`config.mk`:
```
export PLATFORM = sky130hd
export DESIGN_NAME = keypad_scanner
export DESIGN_NICKNAME = d
export VERILOG_FILES = /design/src/rtl/keypad_scanner_pkg.sv /design/src/rtl/keypad_keymap.sv /design/src/rtl/keypad_scanner.sv
export SDC_FILE = /design/constraint.sdc
export NUM_CORES = 1
export LEC_CHECK = 0
export ABC_CLOCK_PERIOD_IN_PS = 11150
export BUFFER_PORTS_ARGS = -buffer_cell sky130_fd_sc_hd__clkbuf_2
export CORE_MARGIN = 10
export CORE_UTILIZATION = 32
export DETAILED_ROUTE_END_ITERATION = 8
export PLACE_DENSITY = 0.47
export SLEW_MARGIN = 40
export SYNTH_ARGS = -nofsm -noshare
export SYNTH_HDL_FRONTEND = slang
export SYNTH_SLANG_ARGS = --single-unit
```
`constraint.sdc`:
```
create_clock -name Clk -period 11.15 [get_ports Clk]
set_input_delay 2.23 -clock Clk [delete_from_list [all_inputs] [get_ports Clk]]
set_output_delay 2.23 -clock Clk [all_outputs]
set_load 0.05 [all_outputs]
```
`src/rtl/keypad_scanner_pkg.sv`:
```
// Shared keypad constants, FSM state encoding and small bit helpers.
package keypad_scanner_pkg;

    typedef enum logic [1:0] {
        ST_IDLE,
        ST_PRESS_DB,
        ST_HELD,
        ST_RELEASE_DB
    } kp_state_e;

    localparam logic [3:0] KEY_STAR = 4'hE;
    localparam logic [3:0] KEY_HASH = 4'hF;
    // Bit 4 set marks "no single key this frame"; every 4-bit code is a real key.
    localparam logic [4:0] KEY_NONE = 5'h10;

    function automatic logic [2:0] popcount4(input logic [3:0] v);
        return {2'b00, v[0]} + {2'b00, v[1]} + {2'b00, v[2]} + {2'b00, v[3]};
    endfunction

    function automatic logic [1:0] lowest_set(input logic [3:0] v);
        logic [1:0] idx;
        idx = 2'd0;
        if (v[0])      idx = 2'd0;
        else if (v[1]) idx = 2'd1;
        else if (v[2]) idx = 2'd2;
        else if (v[3]) idx = 2'd3;
        return idx;
    endfunction

endpackage

```
`src/rtl/keypad_keymap.sv`:
```
// Combinational 4x4 keypad map: (row, col) -> key code.
module keypad_keymap
    import keypad_scanner_pkg::*;
(
    input  logic [1:0] row_idx,
    input  logic [1:0] col_idx,
    output logic [3:0] code
);

    always_comb begin
        code = 4'h0;
        case ({row_idx, col_idx})
            4'h0: code = 4'h1;
            4'h1: code = 4'h2;
            4'h2: code = 4'h3;
            4'h3: code = 4'hA;
            4'h4: code = 4'h4;
            4'h5: code = 4'h5;
            4'h6: code = 4'h6;
            4'h7: code = 4'hB;
            4'h8: code = 4'h7;
            4'h9: code = 4'h8;
            4'hA: code = 4'h9;
            4'hB: code = 4'hC;
            4'hC: code = KEY_STAR;
            4'hD: code = 4'h0;
            4'hE: code = KEY_HASH;
            4'hF: code = 4'hD;
            default: code = 4'h0;
        endcase
    end

endmodule

```
`src/rtl/keypad_scanner.sv`:
```
// Column-scanning 4x4 keypad reader with per-frame ghost rejection and
// frame-based press/release debounce.
module keypad_scanner
    import keypad_scanner_pkg::*;
#(
    parameter int unsigned SCAN_DIV        = 12000,
    parameter int unsigned DEBOUNCE_FRAMES = 5
) (
    input  logic       Clk,
    input  logic       reset,
    input  logic [3:0] IO_P4_ROW,
    output logic [3:0] IO_P4_COL,
    output logic [3:0] key_code,
    output logic       key_valid,
    output logic       key_down
);

    localparam int unsigned SW = $clog2(SCAN_DIV);
    localparam int unsigned CW = $clog2(DEBOUNCE_FRAMES + 1);
    localparam logic [SW-1:0] SLOT_LAST = SW'(SCAN_DIV - 1);
    localparam logic [CW-1:0] DB_MAX    = CW'(DEBOUNCE_FRAMES);
    localparam logic [CW-1:0] CNT_ONE   = CW'(1);

    logic [SW-1:0] slot_q, slot_d;
    logic [1:0]    col_q, col_d;
    logic [3:0]    row_meta_q, row_meta_d;
    logic [3:0]    row_sync_q, row_sync_d;
    logic [1:0]    acc_cnt_q, acc_cnt_d;
    logic [1:0]    acc_row_q, acc_row_d;
    logic [1:0]    acc_col_q, acc_col_d;

    kp_state_e     state_q, state_d;
    logic [3:0]    cand_q, cand_d;
    logic [CW-1:0] stable_cnt_q, stable_cnt_d;
    logic [CW-1:0] rel_cnt_q, rel_cnt_d;
    logic [3:0]    key_code_q, key_code_d;
    logic          key_valid_q, key_valid_d;

    logic          sample, frame_end;
    logic [3:0]    pressed;
    logic [2:0]    hits;
    logic [1:0]    merged_cnt, merged_row, merged_col;
    logic [3:0]    map_code;
    logic [4:0]    frame_key;

    keypad_keymap u_keymap (
        .row_idx (merged_row),
        .col_idx (merged_col),
        .code    (map_code)
    );

    always_comb begin
        sample     = (slot_q == SLOT_LAST);
        frame_end  = sample && (col_q == 2'd3);
        slot_d     = sample ? '0 : slot_q + 1'b1;
        col_d      = sample ? col_q + 2'd1 : col_q;
        row_meta_d = IO_P4_ROW;
        row_sync_d = row_meta_q;

        pressed    = ~row_sync_q;
        hits       = popcount4(pressed);

        // Accumulator count saturates at 2, which already means "reject frame".
        merged_cnt = acc_cnt_q;
        merged_row = acc_row_q;
        merged_col = acc_col_q;
        if (hits >= 3'd2) begin
            merged_cnt = 2'd2;
        end else if (hits == 3'd1) begin
            if (acc_cnt_q == 2'd0) begin
                merged_cnt = 2'd1;
                merged_row = lowest_set(pressed);
                merged_col = col_q;
            end else begin
                merged_cnt = 2'd2;
            end
        end

        frame_key = (merged_cnt == 2'd1) ? {1'b0, map_code} : KEY_NONE;

        acc_cnt_d = acc_cnt_q;
        acc_row_d = acc_row_q;
        acc_col_d = acc_col_q;
        if (frame_end) begin
            acc_cnt_d = '0;
            acc_row_d = '0;
            acc_col_d = '0;
        end else if (sample) begin
            acc_cnt_d = merged_cnt;
            acc_row_d = merged_row;
            acc_col_d = merged_col;
        end
    end

    always_comb begin
        logic          accept;
        logic [CW-1:0] stable_inc, rel_inc;

        state_d      = state_q;
        cand_d       = cand_q;
        stable_cnt_d = stable_cnt_q;
        rel_cnt_d    = rel_cnt_q;
        key_code_d   = key_code_q;
        key_valid_d  = 1'b0;
        accept       = 1'b0;
        stable_inc   = (stable_cnt_q < DB_MAX) ? stable_cnt_q + 1'b1 : DB_MAX;
        rel_inc      = (rel_cnt_q < DB_MAX) ? rel_cnt_q + 1'b1 : DB_MAX;

        if (frame_end) begin
            case (state_q)
                ST_IDLE: begin
                    if (frame_key != KEY_NONE) begin
                        cand_d       = frame_key[3:0];
                        stable_cnt_d = CNT_ONE;
                        if (CNT_ONE == DB_MAX) accept = 1'b1;
                        else                   state_d = ST_PRESS_DB;
                    end
                end
                ST_PRESS_DB: begin
                    if (frame_key == KEY_NONE) begin
                        state_d      = ST_IDLE;
                        stable_cnt_d = '0;
                    end else if (frame_key[3:0] == cand_q) begin
                        stable_cnt_d = stable_inc;
                        if (stable_inc == DB_MAX) accept = 1'b1;
                    end else begin
                        cand_d       = frame_key[3:0];
                        stable_cnt_d = CNT_ONE;
                    end
                end
                ST_HELD: begin
                    if (frame_key != {1'b0, key_code_q}) begin
                        if (CNT_ONE == DB_MAX) begin
                            state_d   = ST_IDLE;
                            rel_cnt_d = '0;
                        end else begin
                            state_d   = ST_RELEASE_DB;
                            rel_cnt_d = CNT_ONE;
                        end
                    end
                end
                ST_RELEASE_DB: begin
                    if (frame_key == {1'b0, key_code_q}) begin
                        state_d   = ST_HELD;
                        rel_cnt_d = '0;
                    end else if (rel_inc == DB_MAX) begin
                        state_d   = ST_IDLE;
                        rel_cnt_d = '0;
                    end else begin
                        rel_cnt_d = rel_inc;
                    end
                end
                default: state_d = ST_IDLE;
            endcase
        end

        if (accept) begin
            state_d      = ST_HELD;
            key_code_d   = cand_d;
            key_valid_d  = 1'b1;
            stable_cnt_d = '0;
        end
    end

    always_ff @(posedge Clk or posedge reset) begin
        if (reset) begin
            slot_q       <= '0;
            col_q        <= '0;
            row_meta_q   <= '0;
            row_sync_q   <= '0;
            acc_cnt_q    <= '0;
            acc_row_q    <= '0;
            acc_col_q    <= '0;
            state_q      <= ST_IDLE;
            cand_q       <= '0;
            stable_cnt_q <= '0;
            rel_cnt_q    <= '0;
            key_code_q   <= '0;
            key_valid_q  <= 1'b0;
        end else begin
            slot_q       <= slot_d;
            col_q        <= col_d;
            row_meta_q   <= row_meta_d;
            row_sync_q   <= row_sync_d;
            acc_cnt_q    <= acc_cnt_d;
            acc_row_q    <= acc_row_d;
            acc_col_q    <= acc_col_d;
            state_q      <= state_d;
            cand_q       <= cand_d;
            stable_cnt_q <= stable_cnt_d;
            rel_cnt_q    <= rel_cnt_d;
            key_code_q   <= key_code_d;
            key_valid_q  <= key_valid_d;
        end
    end

    assign IO_P4_COL = ~(4'b0001 << col_q);
    assign key_code  = key_code_q;
    assign key_valid = key_valid_q;
    assign key_down  = (state_q == ST_HELD) || (state_q == ST_RELEASE_DB);

endmodule

```
==> Yosys cells after proc, flatten, opt, wreduce, memory -nomap -nowiden <==
Memories as Yosys holds them, arrays and structs flattened.
Index checks and enable logic that the tools add are counted.
{ "totals": {"wordCells": 109, "latchBits": 0, "mem_bits_rw": 0, "rom_bits": 64, "input_bits": 6, "mem_count": 1, "reg_bits": 47} }
{ "memory_table": {"columns": ["name", "words", "word_bits", "rd", "rd_clocked_by_memory_dff", "write_ports", "line_no", "text"], "rows": [
  ["(name not given)", 16, 4, 1, 0, 0, "keypad_keymap.sv:12", "case ({row_idx, col_idx})"]
]} }
{ "classes": {"muxes": 52, "multipliers": 0, "n_lt_le_gt_ge": 3, "add_sub_neg": 7, "n_shift": 1, "div": 0, "n_bitwise": 2, "reduce_logical": 11, "n_eq_ne": 19} }
{ "op_table": {"columns": ["op", "n"], "rows": [
  ["$mux W2", 26],
  ["$mux W3", 10],
  ["$mux W4", 4],
  ["$add A14 B1 Y14 const B", 1],
  ["$eq A14 B14 Y1 const B", 1],
  ["$mux W14", 1],
  ["$pmux W3 S2", 2],
  ["$ne A3 B3 Y1 const B", 3],
  ["$not A4 Y4", 2],
  ["$pmux W2 S4", 1],
  ["$pmux W4 S2", 1],
  ["$add A3 B1 Y3 const B", 2],
  ["$eq A2 B2 Y1 const B", 3],
  ["$eq A3 B3 Y1 const B", 2],
  ["$lt A3 B3 Y1 const B", 2],
  ["$mux W1", 6],
  ["$reduce_and A3 Y1", 2],
  ["$reduce_bool A2 Y1", 3],
  ["$eq A5 B4 Y1", 1],
  ["$eq A5 B5 Y1 const B", 1],
  ["$mux W5", 1],
  ["$ne A5 B4 Y1", 1],
  ["$ne A5 B5 Y1 const B", 1],
  ["$reduce_and A5 Y1", 1],
  ["15 further kinds", 17]
]} }

==> Logic depth before layout (Yosys ltp) <==
Gate-level depths: netlist of the first run.
An unclocked memory read counts as a cell.
{ "depth": {"ltp_word": 17, "depth_mapped": 15, "ltp_nobuf": 13} }

==> Hierarchy <==
Synthesis of the first run repeated with hierarchy kept, for this count alone.
{ "hier_totals": {"hier_cells": 282, "hier_area_um2": 2721.4} }
{ "by_module_without_submodules": {"columns": ["module", "n_inst", "area_per_inst_um2", "cells_each", "seq_area_each_um2"], "rows": [
  ["keypad_scanner", 1, 2566.2, 266, 1176.1],
  ["keypad_keymap", 1, 155.1, 16, 0.0]
]} }

==> Worst setup path after synthesis of the first run <==
No wires, ideal clock.
{ "synth_timing": {"kind": "register to register", "startpoint": "register row_sync_q[0]", "endpoint": "register key_code_q[0], in the netlist key_code[0]", "setup_time_ns": 0.125, "t_required_ns": 11.025, "stages_incl_launch_ff": 14, "arrival_time_ns": 3.612, "slack_ns": 7.413, "period_less_slack_ns": 3.737, "cell_sequence": "dfrtp_1 > fa_1 > inv_1 > ha_1 > inv_1 > ha_1 > or3b_1 > buf_6 > xnor2_1 > or2_2 > clkbuf_1 > nor4_2 > nand3_4 > mux2_2"} }
{ "synth_via": {"elab_chain_len": 14, "word_cells_on_any_way": 29, "classes_between": "add/sub (3); order compare (1); eq/ne (5); mux (18); bitwise (1); memory (1)"} }
{ "synth_rtl": {"columns": ["item", "line_no", "text"], "rows": [
  ["start: declaration", "keypad_scanner.sv:27", "logic [3:0] row_sync_q, row_sync_d;"],
  ["start signal: assignment", "keypad_scanner.sv:184", "row_sync_q <= row_sync_d;"],
  ["$not A4 Y4 *", "keypad_scanner.sv:60", "pressed = ~row_sync_q;"],
  ["branches (longest 7 deep; another with $mem_v2 Z16 W4)", null, null],
  ["$mux W5 *", "keypad_scanner.sv:79", "frame_key = (merged_cnt == 2'd1) ? {1'b0, map_code} : KEY_NONE;"],
  ["$eq A4 B4 Y1", "keypad_scanner.sv:123", "end else if (frame_key[3:0] == cand_q) begin"],
  ["$mux W4 or $mux W1 (tied branches)", "keypad_scanner.sv:123", null],
  ["$mux W4 or $mux W1 (tied branches)", "keypad_scanner.sv:120", "if (frame_key == KEY_NONE) begin"],
  ["$pmux W4 S2 or $mux W1 (tied branches)", "keypad_scanner.sv:110", "case (state_q)"],
  ["$mux W4 or $mux W1 (tied branches)", "keypad_scanner.sv:109", "if (frame_end) begin"],
  ["end signal: assignment", "keypad_scanner.sv:192", "key_code_q <= key_code_d;"],
  ["end: declaration", "keypad_scanner.sv:36", "logic [3:0] key_code_q, key_code_d;"]
]} }
Every way passes the cells marked *.
A chain may end at the register's enable or synchronous reset.

==> Worst setup path after layout of the first run <==
{ "layout_timing": {"startpoint": "register row_sync_q[0]", "endpoint": "register key_code_q[1], in the netlist key_code[1]"} }
Same word-level chain as after synthesis.

==> results of run 1 <==
==> registers in the layout (all words and copies together), names as in the netlist <==
signal	cells
stable_cnt_q	3
key_valid	1
acc_col_q	2
cand_q	4
slot_q	14
row_sync_q	4
row_meta_q	4
acc_cnt_q	2
rel_cnt_q	3
state_q	2
col_q	2
key_code	4
acc_row_q	2
==> worst max-delay path: cells and delay by family (launching register included) <==
family | cells | cell delay, ns
simple gates | 4 | 1.28
fa+ha+maj | 3 | 0.96
mux | 3 | 0.82
flops | 1 | 0.49
compound gates | 1 | 0.28
buf+inv | 2 | 0.10
==> synthesized netlist by cell type, types with 2 or more instances <==
library cell and n:
sky130_fd_sc_hd__and4_1 2, sky130_fd_sc_hd__xnor2_1 10, sky130_fd_sc_hd__nand3_1 16, sky130_fd_sc_hd__inv_1 19, sky130_fd_sc_hd__clkbuf_1 14, sky130_fd_sc_hd__a21oi_1 12
sky130_fd_sc_hd__a32o_1 2, sky130_fd_sc_hd__nand3b_1 3, sky130_fd_sc_hd__nand2b_1 6, sky130_fd_sc_hd__and2_1 6, sky130_fd_sc_hd__or3b_1 2, sky130_fd_sc_hd__o21a_1 2
sky130_fd_sc_hd__or2_2 2, sky130_fd_sc_hd__o21ai_0 19, sky130_fd_sc_hd__o31ai_1 4, sky130_fd_sc_hd__o211ai_1 3, sky130_fd_sc_hd__nand4_1 4, sky130_fd_sc_hd__ha_1 10
sky130_fd_sc_hd__mux2i_1 3, sky130_fd_sc_hd__and3_1 9, sky130_fd_sc_hd__mux2_2 4, sky130_fd_sc_hd__nor3_1 7, sky130_fd_sc_hd__a211oi_1 2, sky130_fd_sc_hd__xor2_1 10
sky130_fd_sc_hd__dfrtp_1 47, sky130_fd_sc_hd__buf_6 2, sky130_fd_sc_hd__a31oi_1 4, sky130_fd_sc_hd__nor2_1 27, sky130_fd_sc_hd__nor2b_1 2, sky130_fd_sc_hd__o22ai_1 2
sky130_fd_sc_hd__or3_1 2, sky130_fd_sc_hd__nand2_1 30
==> stage by stage <==
stage,worst slack (ns),utilization (%)
6_report,7.12,35.8
5_1_grt,6.81,35.8
4_1_cts,7.08,35.8
3_5_place_dp,7.12,34.8
3_3_place_gp,7.16,34.6
2_1_floorplan,7.41,-
==> layer usage <==
layer | vias up | GRT usage, % | wire length (um)
met5 | - | 0 | 0
met4 | 0 | 3.29 | 49
met3 | 7 | 2.38 | 214
met2 | 39 | 15.2 | 2840
met1 | 1058 | 14.2 | 3360
li1 | 1143 | - | -
==> logic make-up (layout without fill, tap and decap cells) <==
family          Yosys count  count (layout)  share of synthesized area, %
compound gates           70              70                          17.5
xor+xnor                 20              20                          6.01
fa+ha+maj                11              11                          4.98
buf+inv                  36              42                          5.15
flops                    47              47                          40.3
mux                       7               7                          2.58
simple gates            128             128                          23.5
==> power by group <==
part / total (mW) / internal (mW) / switching [mW]
Combinational: 0.0309 / 0.0112 / 0.0196
Sequential: 0.174 / 0.172 / 0.00210
Clock: 0.105 / 0.0488 / 0.0566
Total: 0.310 / 0.232 / 0.0784
==> layout make-up <==
cell class | count | area share, %
multi-input combinational | 236 | 50.7
sequential | 47 | 37.3
tap | 108 | 4.29
clock buffer | 6 | 2.62
inverter | 20 | 2.46
timing repair buffer | 15 | 2.38
clock inverter | 1 | 0.159
==> worst max-delay path by stage <==
stage | depth (start not counted) | to | slack [ns]
final | 13 | key_code[1] | 7.12
after global routing | 13 | state_q[0] | 6.81
after CTS | 13 | key_code[2] | 7.08
after detailed placement | 13 | key_code[2] | 7.12
after global placement | 11 | key_code[2] | 7.16
after floorplan | 13 | key_code[0] | 7.41
==> flow_results.org, run 1 <==
** Run status
- The flow ran to the end, and the final reports show no timing, DRC or antenna violations.

** Routing
- The detail route stage leaves a number of antenna-violating nets equal to 0.
- Wirelength per Cell :: 14.9 um
- Detailed-routing iteration count for the pre-antenna-repair pass :: 4
- The routed design has 6470 um of wire.
- After the first detailed-routing iteration, the DRC count stood at 92.
- Via/cell ratio :: 5.19
- Summing over every cut layer, the via total after detailed routing is 2247.
- After detailed routing, the number of remaining DRC violations is 0.

** Final layout
- The area growth from synthesis to layout is 8.03%.
- Cells with a size suffix above 1 make up 12.6% of the layout.
- Most used cells in the layout excluding fill and tap cells :: sky130_fd_sc_hd__dfrtp_1, sky130_fd_sc_hd__nand2_1, sky130_fd_sc_hd__nor2_1
- After the last flow step, the layout net total stands at 342.
- Area of all placed cells without fillers :: 0.00315 sq mm
- Antenna diode count :: 0
- Across the whole layout, storage elements account for 0.00118 sq mm.
- Leaving out fill and tap cells, the most frequent cell in the layout is sky130_fd_sc_hd__dfrtp_1.
- After filler insertion, the fill cell instance count of the layout stands at 901.
- After the flow finishes, the layout carries non-filler instances totaling 433.
- Multi-input logic area :: 0.00160 sq mm

** Hold path
- WHS Endpoint :: row_sync_q[2]
- Hold_sp :: row_meta_q[2]
- The tightest min-delay check is of the flop to flop type.
- Worst hold path cell count :: 0

** Clock tree
- Once the clock tree was built, the setup fixing pass inserted 0 buffers.
- Clock tree synthesis found a total of 47 sinks.
- Number of CTS-inserted buffers :: 5
- Count of H-tree levels built during CTS :: 2
- Post-CTS Resized :: 0
- The clock reaches the later pin of the worst-skew pair after 0.30 ns.
- The clock passes through at most 2 buffers.
- After clock tree synthesis, the clock-pin slew on the worst setup and hold paths is 0.09 ns.
- TritonCTS built the clock tree.
- Clk Tree Root Cell :: sky130_fd_sc_hd__clkbuf_8
- CTS Hold Buffers Added :: 0

** Timing
- The final critical path takes up 36.1% of the cycle.
- Setup repair after global routing left no endpoint under its margin.
- Max-slew headroom :: 60.2%
- Timing would allow up to 248 MHz.
- Time the worst path needs with I/O delays and setup :: 4.03 ns
- Final hold violation count :: 0
- In the final timing run, aggregate negative setup slack is 0 ns.
- Across all hold checks on the routed design, the worst slack comes to 0.353 ns.
- Worst setup skew after layout :: 0.00387 ns
- The number of pins exceeding their max-slew limit in the final report came to 0.
- Transition at the pin with the smallest max-transition slack :: 0.593 ns
- Setup violations remaining at the end of the flow were counted as 0.

** Synth
- In this run, distinct cell masters in the synthesized netlist total 64.
- In the synthesized netlist the dominant register cell turns out to be sky130_fd_sc_hd__dfrtp_1.
- Leading post-synthesis cells by cell area :: sky130_fd_sc_hd__dfrtp_1, sky130_fd_sc_hd__ha_1, sky130_fd_sc_hd__nand2_1
- When the netlist entered floorplanning its net count stood at 336.
- Area share of the largest cell type after synthesis :: 40.3%
- Post-synth EDFFs :: 0
- A synthesized cell averages 9.14 sq um.
- Post-synthesis cell count :: 319
- Async set-or-reset flop fraction in the synthesized netlist :: 100%
- Post-synthesis register bit count :: 47
- The cell area that synthesis handed to floorplanning was 0.00292 sq mm.
- Count of synthesis-stage warnings from yosys :: 0
- Sequential share of the synthesized area :: 40.3%
- Library cell occupying the most area in the post-synthesis netlist :: sky130_fd_sc_hd__dfrtp_1

** Global route
- Number of antenna violations at the first check in global routing :: 0
- The number of global-route vias before repair is 2203.
- Entering global routing, the biggest net connects 48 pins.
- For this run the aggregate overflow at the end of global routing stands at 0.
- The first global-routing pass estimated 11100 um of wire.
- Global routing used 10.2% of the available tracks.

** Floorplanning
- The floorplan step set the die width to 115 um.
- Std cell rows :: 34
- Effective utilization at floorplan :: 33.1%
- 16 I/O pins were placed.
- Measured along the y axis, the die boundary spans 115 um.
- After floorplanning, the core was sized to cover 0.00881 sq mm.
- The die covers 0.0133 sq mm.

** Setup path
- STA puts the critical path data arrival time at 4.22 ns.
- Cell depth of the worst flop-to-flop path :: 13
- Along the worst path, the maximum fanout reaches 9.
- Critical path required time :: 11.34 ns
- Crit path largest cell delay :: 0.56 ns
- The slowest stage of the critical path is the sky130_fd_sc_hd__fa_1 cell.
- The critical path in this run is classified as flop to flop.
- Worst r2r src :: row_sync_q[0]
- In this run the critical register-to-register path is captured at key_code[1].
- In this run the worst setup path begins at row_sync_q[0].
- STA classifies the critical path endpoint as a flop.
- The worst setup path is launched from a flop.
- Flop2flop setup slack :: 7.12 ns
- Crit-path cells :: fa_1 > inv_1 > ha_1 > inv_1 > ha_1 > or3b_1 > nor2_1 > mux2i_1 > a31oi_4 > mux2i_1 > and3_4 > nand3_4 > mux2_2

** Pwr
- Summing internal, switching and leakage power gives 0.310 mW.
- Dividing total power by cell area gives a power density of 98.5 mW/mm^2.
- Across the VDD grid, the largest voltage drop is 0.0585 mV.
- LEAKAGE :: 1.38 nW

** Placed design
- Detailed placement ended at an HPWL of 4740 um.
- The placed instances occupy a cell area of 0.00306 sq mm.
- Cell count after placement :: 426
- Routability-driven placement finished with a final weighted congestion of 0.784.
- The count of buffers added on input and output ports is 15.

** Flow run
- Max-cap violations in this run came to 0.
(Power assumes the default switching activity.)
==> inputs of run 2 (changes only) <==
--- a/config.mk
+++ b/config.mk
@@ -5,7 +5,7 @@
 export SDC_FILE = /design/constraint.sdc
 export NUM_CORES = 1
 export LEC_CHECK = 0
-export ABC_CLOCK_PERIOD_IN_PS = 11150
+export ABC_CLOCK_PERIOD_IN_PS = 3800
 export BUFFER_PORTS_ARGS = -buffer_cell sky130_fd_sc_hd__clkbuf_2
 export CORE_MARGIN = 10
 export CORE_UTILIZATION = 32
==> constraint.sdc (replaced) <==
create_clock -name Clk -period 3.8 [get_ports Clk]
set_input_delay 0.76 -clock Clk [delete_from_list [all_inputs] [get_ports Clk]]
set_output_delay 0.76 -clock Clk [all_outputs]
set_load 0.05 [all_outputs]
==> flow_results.org, run 2 (synthesized netlist as in run 1, its figures left out) <==
** Hold path
- The path class of the tightest hold or removal check is flop to flop.
- Hold_sp :: row_meta_q[2]
- For hold timing, the worst endpoint is row_sync_q[2].
- Worst hold path cell count :: 0

** Floorplanning
- Std cell rows :: 34
- Die X :: 115 um
- The die covers 0.0133 sq mm.
- The core region is 0.00881 sq mm.
- Once the floorplan was initialized, standard cells occupied 33.1% of the core.
- Number of placed I/O pins :: 16
- The die is 115 um tall.

** Routing
- The count of nets left with antenna violations once routing finished came out at 0.
- Number of vias after detailed routing :: 2299
- Number of DRC markers after the initial detailed-route iteration :: 107
- In the final routed layout, each cell accounts on average for 14.6 um.
- The first detailed-routing pass ran for 6 iterations.
- DRC :: 0
- After detailed routing, the number of vias per cell comes to 5.11.
- Wirelength, routed :: 6560 um

** Timing
- Period utilisation layout :: 95.9%
- The number of hold violations in the final report came to 0.
- Headroom to the max-slew limit came out at 59.5%.
- The number of pins exceeding their max-slew limit in the final report was 0.
- Max Fclk :: 274 MHz
- Summed over all failing endpoints, the final setup total negative slack is 0 ns.
- Time the worst path needs with I/O delays and setup :: 3.64 ns
- At the pin with the least slew margin, the transition time is 0.607 ns.
- Setup repair after global routing left no endpoint under its margin.
- Number of setup violations in the final report :: 0
- The clock arrives with 0.00774 ns of skew.

** Setup path
- The critical path is of the flop to flop type.
- Along the worst path, the maximum fanout reaches 5.
- Critical R2R Capture :: stable_cnt_q[0]
- The worst setup path is launched from a flop.
- At the worst endpoint, the required time is 3.99 ns.
- For flop-to-flop paths, the worst setup slack is 0.16 ns.
- Cell depth of the worst flop-to-flop path :: 13
- Signal arrival time at the worst endpoint :: 3.83 ns
- Worst r2r src :: row_sync_q[1]
- The worst setup path is captured at a flop.

** Flow run
- Max-cap violations in this run came to 0.

** Global route
- After global routing the overflow that remains totals 0.
- Number of global-route vias before repair :: 2214
- Pin count of the biggest net entering global routing :: 48
- Global-route usage over all layers :: 10.1%
- Wire length of the first global-routing pass :: 11100 um
- The number of antenna violations at the first check in global routing came to 0.

** Final layout
- Antenna diode count :: 0
- Area of all placed cells without fillers :: 0.00331 sq mm
- Cells with a size suffix above 1 make up 19.9% of the layout.
- Register ranked first by flip-flop count :: slot_q
- Number of flip-flops in the largest register :: 14
- Most frequent standard cell in the layout excluding fill and tap cells :: sky130_fd_sc_hd__dfrtp_1
- Area growth, synth to finish :: 13.5%
- Most used cells in the layout excluding fill and tap cells :: sky130_fd_sc_hd__dfrtp_1, sky130_fd_sc_hd__nand2_1, sky130_fd_sc_hd__nor2_1
- Number of nets in the layout :: 358

** Clock tree
- Clock tree synthesis selected as its root buffer the cell sky130_fd_sc_hd__clkbuf_8.
- Buffers inserted during clock tree synthesis total 5.
- CTS clk-pin slew, worst paths :: 0.09 ns
- Source-to-sink clock delay at the later pin of the worst-skew pair :: 0.31 ns
- The clock tree synthesis step divided the H-tree into 2 levels.
- Worst-case clock buffer depth :: 2
- Counting every sink on the clock net gives 47.
- CTS Hold Buffers Added :: 0
- TritonCTS clock tree :: yes

** Pwr
- LEAKAGE :: 1.46 nW
- Power density over cell area :: 287 mW/mm^2
- Peak supply drop :: 0.112 mV

** Placed design
- The congestion estimate from routability-driven global placement came to 0.789.
- Summed over all nets, the half-perimeter wirelength after detailed placement is 4850 um.
- The count of buffers added on input and output ports is 15.
- The placed instances occupy a cell area of 0.00315 sq mm.

** Run status
- The flow ran to the end, and the final reports show no timing, DRC or antenna violations.
-- run 2: what timing repair did --
action                                  4_1_cts  5_1_grt
resized for setup                             0       13
endpoints found under the setup margin        0       13
setup buffers                                 0        3
-- run 2: how the worst max path moves through the flow --
stage | start | endpoint | cells past startpoint
after floorplan | row_sync_q[0] | key_code[0] | 13
after detailed placement | row_sync_q[0] | key_code[0] | 14
after global routing | row_sync_q[1] | stable_cnt_q[0] | 14
final | row_sync_q[1] | stable_cnt_q[0] | 13
after global placement | row_sync_q[0] | rel_cnt_q[2] | 13
after CTS | row_sync_q[0] | key_code[1] | 14
-- run 2: final cells by class --
type | instances | area, sq um
clock buffer | 5 | 68.8
clock inverter | 3 | 25.0
fill | 900 | 5500
inverter | 20 | 77.6
multi-input combinational | 236 | 1630
sequential | 47 | 1180
tap | 108 | 135
timing repair buffer | 31 | 195
-- run 2: critical path, stage by stage (launching register included) --
cell,delay (ns)
sky130_fd_sc_hd__dfrtp_1,0.41
sky130_fd_sc_hd__fa_1,0.53
sky130_fd_sc_hd__inv_1,0.04
sky130_fd_sc_hd__ha_2,0.17
sky130_fd_sc_hd__inv_2,0.06
sky130_fd_sc_hd__ha_4,0.18
sky130_fd_sc_hd__or3b_4,0.40
sky130_fd_sc_hd__or2_4,0.28
sky130_fd_sc_hd__a32o_2,0.24
sky130_fd_sc_hd__a31oi_4,0.25
sky130_fd_sc_hd__mux2i_2,0.28
sky130_fd_sc_hd__and3_4,0.26
sky130_fd_sc_hd__a31oi_1,0.08
sky130_fd_sc_hd__o311a_1,0.34
-- run 2: report_power, final --
group          leakage [nW]  switching, mW  internal [mW]  total (mW)
sequential            0.624        0.00222          0.504       0.506
clock                0.0452          0.187          0.134       0.321
combinational         0.786         0.0682         0.0536       0.122
-- run 2: layer usage --
layer  track usage, %  share of wire [%]  up-vias
li1                 -                  -     1176
met1             13.7                 51     1093
met2             16.1                 45       25
met3             2.22                2.7        5
met4             2.53               0.90        0
met5                0                  0        -
-- run 2: per-stage QoR --
step	setup WS (ns)	hold slack (ns)	power [mW]	util, %	instances
finish	0.155	0.355	0.949	37.6	450
global route	0.0302	0.375	0.999	37.6	450
detailed placement	0.0524	0.337	0.625	35.8	439
CTS	0.00810	0.360	0.953	36.8	447
global placement	0.103	0.332	0.624	35.7	439
floorplan	0.0633	0.331	0.597	-	319
